===== src/rtl/kuuga_run_monitor.sv =====
// Run controller and event monitor: sequences the managed core's reset, counts run
// cycles and per-channel events, and ends the run on limit, stop or lost progress.
module kuuga_run_monitor #(
    parameter int NUM_CH      = 4,
    parameter int CNT_W       = 32,
    parameter int RESET_HOLD  = 16,
    parameter int CYCLE_LIMIT = 4000,
    parameter int STALL_LIMIT = 256
) (
    input  logic                    clk,
    input  logic                    reset,
    input  logic                    start,
    input  logic                    stop,
    input  logic                    progress,
    input  logic [NUM_CH-1:0]       ch_event,
    output logic                    core_reset,
    output logic                    running,
    output logic                    done,
    output logic                    stall,
    output logic [CNT_W-1:0]        cycle_count,
    output logic [NUM_CH*CNT_W-1:0] ch_count
);

    localparam int HOLD_W  = (RESET_HOLD > 1) ? $clog2(RESET_HOLD) : 1;
    localparam int STALL_W = (STALL_LIMIT > 1) ? $clog2(STALL_LIMIT) : 1;

    localparam logic [HOLD_W-1:0]  HOLD_LAST  = HOLD_W'(RESET_HOLD - 1);
    localparam logic [STALL_W-1:0] STALL_LAST = STALL_W'(STALL_LIMIT - 1);
    localparam logic [CNT_W-1:0]   CYCLE_LAST = CNT_W'(CYCLE_LIMIT - 1);

    typedef enum logic [2:0] {
        IDLE,
        HOLD,
        RUN,
        DONE,
        STALL
    } state_t;

    state_t              state;
    state_t              next_state;
    logic [HOLD_W-1:0]   hold_cnt;
    logic [STALL_W-1:0]  stall_cnt;
    logic                clear_counts;
    logic                limit_hit;
    logic                stall_hit;

    // Next-state decode; inside RUN the exits are ordered start, stop, cycle limit, stall.
    always_comb begin
        next_state   = state;
        clear_counts = 1'b0;
        limit_hit    = (CYCLE_LIMIT != 0) && (cycle_count == CYCLE_LAST);
        stall_hit    = (STALL_LIMIT != 0) && !progress && (stall_cnt == STALL_LAST);
        case (state)
            IDLE, DONE, STALL: begin
                if (start) begin
                    next_state   = HOLD;
                    clear_counts = 1'b1;
                end
            end
            HOLD: begin
                if (start) begin
                    next_state   = HOLD;
                    clear_counts = 1'b1;
                end else if (hold_cnt == HOLD_LAST) begin
                    next_state = RUN;
                end
            end
            RUN: begin
                if (start) begin
                    next_state   = HOLD;
                    clear_counts = 1'b1;
                end else if (stop || limit_hit) begin
                    next_state = DONE;
                end else if (stall_hit) begin
                    next_state = STALL;
                end
            end
            default: next_state = IDLE;
        endcase
    end

    // Outputs are decoded from next_state so they change on the same edge as the state.
    always_ff @(posedge clk or negedge reset) begin
        if (!reset) begin
            state       <= IDLE;
            core_reset  <= 1'b0;
            running     <= 1'b0;
            done        <= 1'b0;
            stall       <= 1'b0;
            hold_cnt    <= '0;
            stall_cnt   <= '0;
            cycle_count <= '0;
            ch_count    <= '0;
        end else begin
            state      <= next_state;
            core_reset <= (next_state == RUN) || (next_state == DONE) || (next_state == STALL);
            running    <= (next_state == RUN);
            done       <= (next_state == DONE);
            stall      <= (next_state == STALL);
            if (clear_counts) begin
                hold_cnt    <= '0;
                stall_cnt   <= '0;
                cycle_count <= '0;
                ch_count    <= '0;
            end else begin
                if (state == HOLD) begin
                    hold_cnt <= hold_cnt + 1'b1;
                end
                // Counting continues on the exiting RUN cycle; all counters saturate.
                if (state == RUN) begin
                    if (cycle_count != '1) begin
                        cycle_count <= cycle_count + 1'b1;
                    end
                    if (progress) begin
                        stall_cnt <= '0;
                    end else begin
                        stall_cnt <= stall_cnt + 1'b1;
                    end
                    for (int i = 0; i < NUM_CH; i++) begin
                        if (ch_event[i] && (ch_count[i*CNT_W +: CNT_W] != '1)) begin
                            ch_count[i*CNT_W +: CNT_W] <= ch_count[i*CNT_W +: CNT_W] + 1'b1;
                        end
                    end
                end
            end
        end
    end

endmodule


===== config.mk =====
export PLATFORM = sky130hd
export DESIGN_NAME = kuuga_run_monitor
export DESIGN_NICKNAME = d
export VERILOG_FILES = /design/src/rtl/kuuga_run_monitor.sv
export SDC_FILE = /design/constraint.sdc
export NUM_CORES = 1
export LEC_CHECK = 0
export ABC_AREA = 1
export BUFFER_PORTS_ARGS = -buffer_cell sky130_fd_sc_hd__buf_4
export CELL_PAD_IN_SITES_DETAIL_PLACEMENT = 0
export CELL_PAD_IN_SITES_GLOBAL_PLACEMENT = 1
export CORE_MARGIN = 4
export CORE_UTILIZATION = 40
export DETAILED_ROUTE_END_ITERATION = 10
export PLACE_DENSITY = 0.77
export SETUP_SLACK_MARGIN = 0.05
export SYNTH_ARGS = -nofsm -noshare
export SYNTH_HDL_FRONTEND = slang
export SYNTH_SLANG_ARGS = --single-unit

===== constraint.sdc =====
create_clock -name clk -period 4.8 [get_ports clk]
set_input_delay 0.72 -clock clk [delete_from_list [all_inputs] [get_ports clk]]
set_output_delay 0.72 -clock clk [all_outputs]
set_load 0.02 [all_outputs]

==> flow_metrics.tcl <==
set metrics [dict create \
    critPathTopFamily "buffers and inverters" \
    synth.top_cell.area_share_pct 35.37 \
    path_class "reg2reg" \
    hold_ws_ps 362.0 \
    yosys-top-cells-area "dfrtp_1 35%, nand2_1 22%, nor2_1 10%" \
    cts_hold_buf 0 \
    synthesis.nets 2019 \
    rsz0062_at_grt "false" \
    die_area_um2 34570 \
    period_share_pct 62.53 \
    yosysSeqAreaShare_pct 35.37 \
    viasPerCell 5.027 \
    crit_fanout 62 \
    endpoint "cycle_count[5]" \
    timing.final.ws_setup_ps 1799 \
    clk_latency_ps 450 \
    htreeDepth 4 \
    overflow 0 \
    synth_top_family_by_area "simple AND/OR/NAND/NOR gates" \
    fmax_mhz 333.2 \
    placementRows 64 \
    design.core.area_um2 30910 \
    synth.distinct_cells 37 \
    place_area_um2 14150 \
    cpMostUsedCell "inv_2" \
    grtUsageTotal_pct 23.10 \
    synth_compound_area_share_pct 3.339 \
    first_pass_iters 5 \
    clk_root_buffer_cell "clkbuf_16" \
    tightest_slew_ps 910.4 \
    path_depth 9 \
    final_nets 2161 \
    drc 0 \
    postRouteAntennaNets 0 \
    syn_avg_cell_area_um2 6.323 \
    areaGrowthSynthToFinish_pct 16.55 \
    powerDensity_nw_per_um2 219.6 \
    yosysTopAreaCell "dfrtp_1" \
    ys_ff_latch 179 \
    status "finished, final reports clean" \
    crit_start "state[0]" \
    die_width_um 185.9 \
    grt_first_pass_wirelength_mm 64.40 \
    wl_per_cell_um 15.54 \
    cts_num_sinks 179 \
    power.leakage_nw 6.919 \
    fp.dieH_um 185.9 \
    worstRegToRegCells 9 \
    synth-simple-area-share_pct 47.52 \
    rr_endpoint "cycle_count[5]" \
    clk_pin_slew_worst_paths_ps 70 \
    slew_headroom_pct 39.30 \
    antenna_found_initial 1 \
    fin_worst_skew_ps 9.549 \
    synthAdderAreaFrac_pct 0.6916 \
    hold_viol_final 0 \
    dpl.hpwl_mm 28.63 \
    cp_cell_sequence "inv_2, nand2_2, a21boi_4, buf_4, nor2_2, inv_2, nand2_4, inv_4, o21ai_0" \
    pin_count 173 \
    endpoint_kind "flop" \
    fin_util_pct 47.75 \
    initial_utilization_pct 40.97 \
    wl_mm 39.67 \
    grt_pass1_vias 12086 \
    reg2reg_slack_ps 1800 \
    gp_congestion 0.9011 \
    critPathMaxStageDelay_ps 690 \
    ys_warn_count 0 \
    period_needed_ps 3001 \
    clockBufferDepth 2 \
    syn_area_um2 12660 \
    antenna_cells 0 \
    vdd_ir_drop_max_mv 0.2204 \
    ctsResizeCount 0 \
    num_vias 12835 \
    synth_xor_area_share_pct 4.772 \
    port_buffers 172 \
    final_layout_size_suffix_gt1_share_pct 12.66 \
    finalInstanceArea_um2 14760 \
    cts_tree "done" \
    synth_mux_area_share_pct 0 \
    crit_slowest_cell "buf_4" \
    cts_inserted_buffers 17 \
    postCtsSetupBuffers 0 \
    cp_num_buf_inv 4 \
    tns_ps 0 \
    drt_iter0_drc 854 \
    max_cap_viol_count 0 \
    setup_viol 0 \
    drv_slew 0 \
    cp.arrival_ps 3330 \
    synth.most_common_cell "nand2_1" \
    netlist_instances 2003 \
    synth_edf_count 0 \
    nFillCells 3359 \
    synthArstFlopShare_pct 100.0 \
    synth_ff_type "dfrtp_1" \
    grt_max_degree 104 \
    r2r_start "state[0]" \
    ys_top_cells_by_count "750 x nand2_1, 343 x nor2_1, 247 x nand3_1" \
    hp-class "in2async" \
    worstSetupStartpointType "flop" \
    dpl_worst_slack_ps 1518 \
    required_ps 5130 \
]
==> worst min-delay path by stage <==
stage                     slack (ps)  depth (start not counted)           end          from
after floorplan                  420                          0   ch_count[0]         reset
after global placement           510                          1  stall_cnt[1]  stall_cnt[1]
after detailed placement         520                          1  stall_cnt[0]  stall_cnt[0]
final                            360                          1  ch_count[69]         reset
after CTS                        410                          1  ch_count[69]         reset
after global routing             430                          1  ch_count[64]         reset
==> routing by layer <==
| layer | global-route usage, % | up-vias | share of wire (%) |
|---|---|---|---|
| met5 | 0 | - | 0.033 |
| met4 | 6.004 | 2 | 1.5 |
| met3 | 4.163 | 40 | 5.4 |
| met2 | 36.30 | 297 | 45 |
| met1 | 32.97 | 5938 | 48 |
| li1 | - | 6558 | - |
==> layout by cell type (no fill, tap or decap), drive strengths merged <==
cell,count
clkbuf,20
or2,1
nand4,13
nor2,357
o21bai,2
o21a,1
inv,181
bufinv,4
clkinvlp,3
nor3,56
xor2,55
nand3b,3
o21ai,48
clkinv,2
nor3b,1
a32o,1
dfrtp,179
a21boi,1
nand2,762
o22ai,2
o31ai,2
buf,179
ha,7
a21oi,14
xnor2,14
nand3,249
==> power by group <==
| group | switching, mW | internal (mW) |
|---|---|---|
| registers | 0.0180 | 1.52 |
| clock network | 0.649 | 0.872 |
| logic | 0.144 | 0.0385 |
==> final cells by class <==
type | instances | area (um2) | area share (%)
Multi-Input combinational cell | 1589 | 7141 | 48.38
Sequential cell | 179 | 4479 | 30.35
Timing Repair Buffer | 180 | 1358 | 9.197
Inverter | 178 | 675.6 | 4.577
Tap cell | 396 | 495.5 | 3.357
Clock buffer | 19 | 432.9 | 2.933
Clock inverter | 12 | 178.9 | 1.212
==> kinds of logic after synthesis <==
group,count (synthesis)
AND/OR/NAND/NOR,1442
buffers and inverters,235
flip-flops,179
AO/OA/AOI/OAI,71
XOR/XNOR,69
adder cells (fa/ha/maj),7
==> registers in the layout, indices dropped and copies added, names as in the netlist <==
register     cells
state            3
stall            1
running          1
ch_count       128
hold_cnt         4
core_reset       1
cycle_count     32
done             1
stall_cnt        8
==> stage by stage <==
stage,power [mW],std cells
finish,3.242,2553
detailed placement,1.755,2522
CTS,3.287,2553
global route,3.378,2553
floorplan,1.684,2003
global placement,1.751,2522
Note: power is estimated with default switching activity, not from simulation.
